===== config.mk =====
export PLATFORM = sky130hd
export DESIGN_NAME = enc_prio_n_reg
export DESIGN_NICKNAME = d
export VERILOG_FILES = /design/src/rtl/enc_prio_n_reg.sv
export SDC_FILE = /design/constraint.sdc
export NUM_CORES = 1
export LEC_CHECK = 0
export CAP_MARGIN = 20
export CORE_MARGIN = 10
export CORE_UTILIZATION = 42
export CTS_CLUSTER_DIAMETER = 150
export DETAILED_ROUTE_END_ITERATION = 12
export PLACE_DENSITY_LB_ADDON = 0.1
export RECOVER_POWER = 100
export SKIP_LAST_GASP = 1
export SLEW_MARGIN = 20
export SYNTH_ARGS = -nofsm -noshare
export SYNTH_HDL_FRONTEND = slang
export SYNTH_SLANG_ARGS = --single-unit

===== constraint.sdc =====
create_clock -name clk -period 1.9 [get_ports clk]
set_input_delay 0.38 -clock clk [delete_from_list [all_inputs] [get_ports clk]]
set_output_delay 0.38 -clock clk [all_outputs]
set_load 0.01 [all_outputs]

===== src/rtl/enc_prio_n_reg.sv =====
// Registered N-to-log2(N) priority encoder with valid/ready handshakes, a 1-deep output
// register and a saturating multi-hot counter. Define ENC_ROUND_ROBIN_EN for round-robin priority.
module enc_prio_n_reg #(
  parameter int N            = 8,
  parameter bit LOWEST_FIRST = 1'b1,
  parameter int CNT_W        = 8
) (
  input  logic                     clk,
  input  logic                     rst_n,
  input  logic                     en_n,
  input  logic [N-1:0]             req,
  input  logic                     in_valid,
  output logic                     in_ready,
  output logic [$clog2(N)-1:0]     y,
  output logic                     zero,
  output logic                     multi,
  output logic                     out_valid,
  input  logic                     out_ready,
  output logic [CNT_W-1:0]         multi_cnt
);

  localparam int W = $clog2(N);
  localparam logic [N-1:0]     REQ_ONE = N'(1);
  localparam logic [CNT_W-1:0] CNT_MAX = '1;

  typedef enum logic {
    EMPTY = 1'b0,
    FULL  = 1'b1
  } state_e;

  state_e       state_q, state_d;
  logic         accept;
  logic         req_zero;
  logic         req_multi;
  logic [W-1:0] grant;

  assign out_valid = (state_q == FULL);
  // A FULL entry can be replaced in the same cycle it drains, giving full throughput.
  assign in_ready  = !en_n && (!out_valid || out_ready);
  assign accept    = in_valid && in_ready;
  assign req_zero  = (req == '0);
  // Clearing the lowest set bit leaves something behind only if two or more bits were set.
  assign req_multi = |(req & (req - REQ_ONE));

`ifdef ENC_ROUND_ROBIN_EN
  logic [W-1:0] rr_ptr;

  always_comb begin
    // NOTE: every variable assigned in always_comb gets a default first, so no path can infer a latch.
    int  idx;
    logic found;
    grant = '0;
    found = 1'b0;
    idx   = 0;
    for (int off = 0; off < N; off++) begin
      idx = int'(rr_ptr) + off;
      if (idx >= N) idx = idx - N;
      if (!found && req[idx]) begin
        grant = idx[W-1:0];
        found = 1'b1;
      end
    end
  end

  always_ff @(posedge clk or negedge rst_n) begin
    if (!rst_n) begin
      rr_ptr <= '0;
    end else if (accept && !req_zero) begin
      rr_ptr <= (grant == W'(N - 1)) ? '0 : grant + W'(1);
    end
  end
`else
  always_comb begin
    // NOTE: every variable assigned in always_comb gets a default first, so no path can infer a latch.
    int   idx;
    logic found;
    grant = '0;
    found = 1'b0;
    idx   = 0;
    for (int i = 0; i < N; i++) begin
      idx = LOWEST_FIRST ? i : (N - 1 - i);
      if (!found && req[idx]) begin
        grant = idx[W-1:0];
        found = 1'b1;
      end
    end
  end
`endif

  always_comb begin
    state_d = state_q;
    case (state_q)
      EMPTY:   if (accept) state_d = FULL;
      FULL:    if (out_ready && !accept) state_d = EMPTY;
      default: state_d = EMPTY;
    endcase
  end

  always_ff @(posedge clk or negedge rst_n) begin
    // NOTE: sequential state uses non-blocking assignments so every flop samples pre-edge values.
    if (!rst_n) begin
      state_q <= EMPTY;
    end else begin
      state_q <= state_d;
    end
  end

  always_ff @(posedge clk or negedge rst_n) begin
    if (!rst_n) begin
      y         <= '0;
      zero      <= 1'b0;
      multi     <= 1'b0;
      multi_cnt <= '0;
    end else if (accept) begin
      y     <= grant;
      zero  <= req_zero;
      multi <= req_multi;
      if (req_multi && (multi_cnt != CNT_MAX)) begin
        multi_cnt <= multi_cnt + CNT_W'(1);
      end
    end
  end

endmodule


======== After elaboration in Yosys (flattened, before gate mapping) ========
Index checks and enable logic that the tools add are counted.
storage, ports and cells
  register bits ........................... 14
  input bits .............................. 13
  output and inout port bits .............. 15
  logic and storage cells ................. 52
operators by class
  $add $sub $neg .......................... 2
  eq/ne operators ......................... 1
  multiplexer cells ....................... 17
  bitwise operators ....................... 2
  reduce and logical (&&, ||, !) cells .... 25
operators by type and width
  kind                   count
  $mux W3                4
  $logic_and A1 B1 Y1    11
  $logic_not A1 Y1       10
  $mux W1                10
  $add A8 B1 Y8 const B  1
  $and A8 B8 Y8          1
  $logic_not A8 Y1       1
  $ne A8 B8 Y1 const B   1
  $reduce_or A8 Y1       1
  $sub A8 B1 Y8 const B  1
  $mux W2                2
  $pmux W1 S2            1
  $reduce_and A2 Y1      1
  $logic_or A1 B1 Y1     1
  $not A1 Y1             1

======== Logic depth before layout (Yosys ltp) ========
Gate-level depths: netlist (run 1).
  depth in word-level cells ............... 22
  gate-level depth with buffers ........... 6
  depth with buffers taken out ............ 6

======== Worst setup path before layout (run 1) ========
OpenSTA, ideal clock, no wires.
  kind .................................... input to register
  start ................................... in req[7]
  end ..................................... reg multi_cnt[1]
  library setup time ...................... 128 ps
  arrival ................................. 1483 ps
  required time ........................... 1772 ps
  slack ................................... 289 ps
  cell stages on the path ................. 5
  buffers on the path ..................... 0
  cells stage by stage .................... nor4_1 > a31o_2 > o2111ai_4 > nand2_2 > mux2_1
on the way
  longest elaborated chain between the ends .. 5
ends and longest elaborated chain
  what                                    RTL line  text
  start, declared                         11        input logic [N-1:0] req,
  $sub A8 B1 Y8                           43        assign req_multi = |(req & (req - REQ_ONE));
  $and A8 B8 Y8 (*)                       43
  $reduce_or A8 Y1 (*)                    43
  $logic_and A1 B1 Y1 (*)                 118       if (req_multi && (multi_cnt != CNT_MAX)) begin
  $reduce_and A2 Y1 (no source line) (*)  -
  end signal, assigned                    119       multi_cnt <= multi_cnt + CNT_W'(1);
  end, declared                           19        output logic [CNT_W-1:0] multi_cnt
Every way passes the cells marked *; elsewhere a longest branch is shown, timed or not.
A chain may end at the register's enable or synchronous reset.

======== Worst setup path after layout (run 1) ========
  start ................................... in req[7]
  end ..................................... reg multi_cnt[6]
The elaborated chain is that of the path after synthesis.

==> results of run 1 <==
## sequential cells by signal, indices dropped and copies added (netlist names)
name       flops
multi_cnt      8
out_valid      1
zero           1
y              3
multi          1
## tightest hold or removal path: stages, from the launching register on
cell,delay [ns]
dfrtp_1,0.35
nand2_1,0.04
o21ai_0,0.06
## how the worst min path moves through the flow
stage,from,endpoint,slack [ns],cells past startpoint
floorplan,rst_n,multi,0.08,0
global route,y[1],y[1],0.54,2
global placement,y[1],y[1],0.46,2
CTS,rst_n,y[0],0.49,1
detailed placement,y[1],y[1],0.46,2
finish,zero,zero,0.48,2
## cell usage in the layout (no fill, tap or decap), types with 2 or more instances in the layout
master            n
a21oi_1           2
a22oi_1           2
and3_1            3
buf_4            13
clkbuf_4          5
clkdlybuf4s50_1  11
dfrtp_1          14
dlygate4sd3_1    15
mux2_1            3
nand2_1           6
nand2b_1          4
nand3_1           4
nand3_2           2
nand4_1           2
nor2_1            7
xnor2_1           5
## cells by family after synthesis
family | count (synthesis) | share of synthesized area (%)
and+or+nand+nor | 34 | 24.4
DFF | 14 | 46.2
AOI/OAI and AO/OA | 13 | 15.0
xor gates and xnor gates | 5 | 5.78
muxes | 4 | 5.94
buffers and inverters | 2 | 0.989
adders and majority gates | 1 | 1.65
## stage by stage
stage          TNS (ns)  utilization [%]  cells  power [mW]  setup WS (ns)
2_1_floorplan         0                -     73       0.586          0.289
3_3_place_gp      -1.08             68.1    140       0.809         -0.174
3_5_place_dp      -1.33             68.1    140       0.816         -0.210
4_1_cts               0             70.1    144        1.03         0.0672
5_1_grt               0             70.3    144        1.07         0.0137
6_report              0             70.3    144       0.995          0.118
## area by class of cell
type | count | area share, %
clock buffer | 4 | 2.99
inverter | 1 | 0.309
multi-input combinational | 57 | 33.5
sequential | 14 | 28.9
tap | 25 | 2.58
timing repair buffer | 43 | 31.8
## metal layers
layer / GRT usage (%) / vias up / part of all wire (%)
li1: - / 366 / -
met1: 13.6 / 344 / 46
met2: 15.5 / 24 / 45
met3: 3.76 / 4 / 7.8
met4: 3.35 / 0 / 1.3
met5: 0 / - / 0
## repair_timing
| item | CTS | global route |
|---|---|---|
| hold buffers | 0 | 0 |
| buffers inserted | 0 | 0 |
| resized for setup | 1 | 1 |
| endpoints found under the hold margin | 0 | 0 |
| endpoints found under the setup margin | 1 | 4 |
## power groups by stage
stage / combinational (mW) / sequential (mW) / clock [mW]
finish: 0.340 / 0.438 / 0.216
floorplan: 0.123 / 0.463 / 0
global route: 0.383 / 0.452 / 0.231
detailed placement: 0.370 / 0.446 / 0
CTS: 0.372 / 0.441 / 0.220
global placement: 0.366 / 0.443 / 0
==> results.py, run 1 <==
metrics = {
    "status": {
        "outcome": "finished clean",
    },
    "yosys": {
        "yosysMostFrequentCell": "dfrtp_1",
        "syn_area_um2": 758,
        "yosysTopAreaCell": "dfrtp_1",
        "synth_common_cells": "dfrtp_1, nor2_1, nand2_1, xnor2_1",
        "synth-main-ff-cell": "dfrtp_1",
        "synth_enable_flop_cells": 0,
        "ys_types": 31,
        "yosysWarnings": 0,
        "ys_seq_elements": 14,
        "async_reset_ff_share_pct": 100,
        "synth_top_area_share_pct": 46.2,
        "synthTopCellsByArea": "dfrtp_1, xnor2_1, mux2_1",
        "syn-num-nets": 87,
        "synth.avg_cell_area_um2": 10.4,
        "synth_cells": 73,
        "synth-seq-area-share_pct": 46.2,
    },
    "clock_network": {
        "cts_buffers": 3,
        "cts_root_buf": "clkbuf_4",
        "cts_tree": "yes",
        "cts_max_level": 1,
        "clkTransAtPathRegs_ns": 0.09,
        "clock_path_buffers": 2,
        "clock_sinks": 14,
        "worst_skew_pair.late_latency_ns": 0.28,
    },
    "floorplanning": {
        "die_w_um": 62.5,
        "ios": 28,
        "die_h_um": 62.5,
        "row_count": 15,
        "core_region_area_um2": 1730,
        "die_area_um2": 3910,
        "initial_core_util_pct": 43.9,
    },
    "power": {
        "p_comb_share_pct": 34.2,
        "p_seq_share_pct": 44.1,
        "ir_drop_mv": 0.650,
        "power.density_nw_per_um2": 820,
        "intPower_mw": 0.676,
        "p_leak_nw": 0.530,
        "clock_power_share_pct": 21.7,
        "switching_share_pct": 32.1,
        "switchingPower_mw": 0.319,
    },
    "finish": {
        "register_area_um2": 350,
        "antenna_cells": 0,
        "final_nets": 134,
        "final_cell_area_um2": 1210,
        "syn_to_final_growth_pct": 60.1,
        "multiInputGateArea_um2": 407,
        "drive_above_1_share_pct": 21.8,
        "nFillCells": 145,
    },
    "global_routing": {
        "grt_max_degree": 15,
        "antenna_found_initial": 0,
        "grt_use_total_pct": 10.5,
        "grt_pass1_vias": 732,
        "grt-ovfl-total": 0,
        "grt_pass1_wl_mm": 3.44,
    },
    "critical_path": {
        "endpoint": "multi_cnt[6]",
        "setup.worst_path.start_class": "primary input",
        "r2r_slack_ns": 0.31,
        "criticalPathCategory": "primary input to flip-flop",
        "crit_chain": "clkdlybuf4s50_1 -> buf_4 -> o22ai_1 -> a31o_2 -> o2111ai_4 -> nand3_2 -> mux2_1",
        "worstPathRequired_ns": 2.07,
        "crit_cells": 7,
        "crit_fanout": 5,
        "worstSetupStartpoint": "req[7]",
        "cp_slowest_stage_delay_ns": 0.44,
        "r2r_end": "multi_cnt[1]",
        "crit_buf_inv": 2,
        "crit_slowest_cell": "clkdlybuf4s50_1",
        "r2r.worst_path.cells": 7,
        "cp.arrival_ns": 1.95,
        "cp-end-kind": "flip-flop",
        "crit_family": "buffers and inverters",
        "regToRegStartpoint": "multi_cnt[0]",
    },
    "routing": {
        "post_drt_wl_per_cell_um": 13.5,
        "final_antenna_net_count": 0,
        "drt_pass1_iterations": 4,
        "drt_iter0_drc": 19,
        "vias": 738,
        "drc": 0,
        "drt_wl_total_mm": 1.95,
        "vias_per_cell": 5.13,
    },
    "timing": {
        "slew_viol_final": 0,
        "setup_viol": 0,
        "period_needed_ns": 1.78,
        "finalHoldViolCount": 0,
        "worstMarginPinSlew_ns": 0.615,
        "grt_setup_unrepaired": "false",
        "clock_skew_ns": 0.000501,
        "holdWs_ns": 0.480,
        "slew_headroom_pct": 58.9,
        "max_freq_mhz": 561,
        "finalCritPeriodShare_pct": 93.8,
    },
    "hold_path": {
        "worstHoldPathType": "flip-flop to flip-flop",
    },
    "placement": {
        "dpl_cell_area_um2": 1180,
        "gp_congestion": 0.781,
        "dp_hpwl_mm": 1.56,
        "io_buffers": 27,
    },
    "run": {
        "cap_violations": 0,
    },
}
Power figures use the tool's default switching activity.
==> inputs of run 2 (changes only) <==
- CTS_BUF_LIST: default -> sky130_fd_sc_hd__clkbuf_16
==> run 2 against run 1 <==
Net effect:
- die area stayed put
- sequential cell count stayed put
- sequential power is 0.9% higher
- worst hold slack worse by 0.0097 ns
- first-iteration DRC count is 32% higher
- via count is 1.8% higher
- maximum frequency is 1.6% lower
- clock skew is 0.0026 ns higher
- non-clock buffer count is 2 higher
- clock-buffer cell count is 1 lower
- largest cell class unchanged
- largest power group unchanged
==> results.py, run 2 (synthesis results as in run 1) <==
metrics = {
    "critical_path": {
        "worstSetupStartpoint": "req[6]",
        "r2r_end": "multi_cnt[1]",
        "r2r.worst_path.cells": 7,
        "crit_fanout": 5,
        "cp.arrival_ns": 1.93,
        "criticalPathCategory": "primary input to flip-flop",
        "r2r_slack_ns": 0.31,
        "regToRegStartpoint": "multi_cnt[0]",
        "endpoint": "multi_cnt[6]",
        "worstPathRequired_ns": 2.02,
        "cp-end-kind": "flip-flop",
        "setup.worst_path.start_class": "primary input",
    },
    "floorplanning": {
        "initial_core_util_pct": 43.9,
        "core_region_area_um2": 1730,
        "die_w_um": 62.5,
        "die_h_um": 62.5,
        "row_count": 15,
        "die_area_um2": 3910,
        "ios": 28,
    },
    "status": {
        "outcome": "finished clean",
    },
    "global_routing": {
        "grt-ovfl-total": 0,
        "grt_pass1_vias": 751,
        "antenna_found_initial": 0,
        "grt_use_total_pct": 10.9,
        "grt_pass1_wl_mm": 3.56,
        "grt_max_degree": 15,
    },
    "timing": {
        "max_freq_mhz": 552,
        "setup_tns_ns": 0,
        "slew_viol_final": 0,
        "finalCritPeriodShare_pct": 95.3,
        "holdWs_ns": 0.471,
        "setup_viol": 0,
        "slew_headroom_pct": 58.4,
        "period_needed_ns": 1.81,
        "finalHoldViolCount": 0,
        "timing.final.ws_setup_ns": 0.0895,
        "worstMarginPinSlew_ns": 0.622,
        "clock_skew_ns": 0.00312,
        "grt_setup_unrepaired": "false",
    },
    "power": {
        "power.density_nw_per_um2": 914,
        "ir_drop_mv": 0.706,
        "p_leak_nw": 0.583,
    },
    "hold_path": {
        "worstHoldPathType": "flip-flop to flip-flop",
    },
    "clock_network": {
        "cts_max_level": 1,
        "cts_root_buf": "clkbuf_16",
        "cts_tree": "yes",
        "clock_path_buffers": 2,
        "cts_buffers": 3,
        "hold_buffers": 0,
        "worst_skew_pair.late_latency_ns": 0.24,
        "clock_sinks": 14,
        "clkTransAtPathRegs_ns": 0.05,
    },
    "routing": {
        "drc": 0,
        "vias_per_cell": 5.14,
        "drt_wl_total_mm": 2.14,
        "drt_iter0_drc": 25,
        "vias": 751,
        "final_antenna_net_count": 0,
        "drt_pass1_iterations": 4,
        "post_drt_wl_per_cell_um": 14.6,
    },
    "placement": {
        "dp_hpwl_mm": 1.56,
        "place_ws_ns": -0.210,
        "io_buffers": 27,
        "gp_congestion": 0.781,
        "dpl_cell_area_um2": 1180,
    },
    "finish": {
        "syn_to_final_growth_pct": 69.6,
        "final_common_cell": "buf_4",
        "largest_register_ffs": 8,
        "multiInputGateArea_um2": 413,
        "register_area_um2": 350,
        "drive_above_1_share_pct": 24.0,
        "final_nets": 136,
        "largestRegisters": "multi_cnt: 8 flops, y: 3 flops",
        "top_register": "multi_cnt",
        "antenna_cells": 0,
        "final_cell_mix": "buf_4, dlygate4sd3_1, dfrtp_1",
        "final_cell_area_um2": 1290,
        "nFillCells": 131,
    },
    "run": {
        "cap_violations": 0,
    },
}
run 2: how the worst min path moves through the flow:
stage | slack [ns] | start | depth (start not counted) | endpoint
after floorplan | 0.08 | rst_n | 0 | multi
after global placement | 0.46 | y[1] | 2 | y[1]
after detailed placement | 0.46 | y[1] | 2 | y[1]
after CTS | 0.48 | y[1] | 2 | y[1]
after global routing | 0.53 | y[1] | 2 | y[1]
final | 0.47 | y[1] | 2 | y[1]
run 2: area by class of cell:
cell class              count  share of cell area [%]
repair buffers             45                    31.8
clock inverters             1                   0.292
inverters                   1                   0.292
flip-flops and latches     14                    27.2
clock buffers               3                    5.84
well taps                  25                    2.43
multi-input cells          57                    32.1
run 2: critical path: stages:
cell,delay [ns]
clkdlybuf4s50_1,0.49
buf_4,0.14
o22ai_2,0.07
a31o_2,0.26
o2111ai_4,0.14
nand3_1,0.12
mux2_1,0.33
run 2: per-layer routing:
layer	vias to the layer above	wire length (um)	track usage, %
li1	370	-	-
met1	355	970	13.8
met2	24	983	16.9
met3	2	163	3.76
met4	0	18	3.35
met5	-	0	0
run 2: metrics by stage:
stage / instances / power, mW / util, %
after floorplan: 73 / 0.586 / -
after global placement: 140 / 0.809 / 68.1
after detailed placement: 140 / 0.816 / 68.1
after CTS: 144 / 1.21 / 72.6
after global routing: 146 / 1.25 / 74.5
final: 146 / 1.18 / 74.5
run 2: what timing repair did:
| item | 4_1_cts | 5_1_grt |
|---|---|---|
| pin swaps | 0 | 4 |
| setup buffers | 0 | 2 |
| setup endpoints to repair | 1 | 7 |
| gates resized for setup | 1 | 5 |
run 2: power by group:
part / internal, mW / switching (mW) / total, mW
Sequential: 0.363 / 0.0786 / 0.442
Clock: 0.277 / 0.112 / 0.389
Combinational: 0.200 / 0.145 / 0.345
Total: 0.840 / 0.336 / 1.18
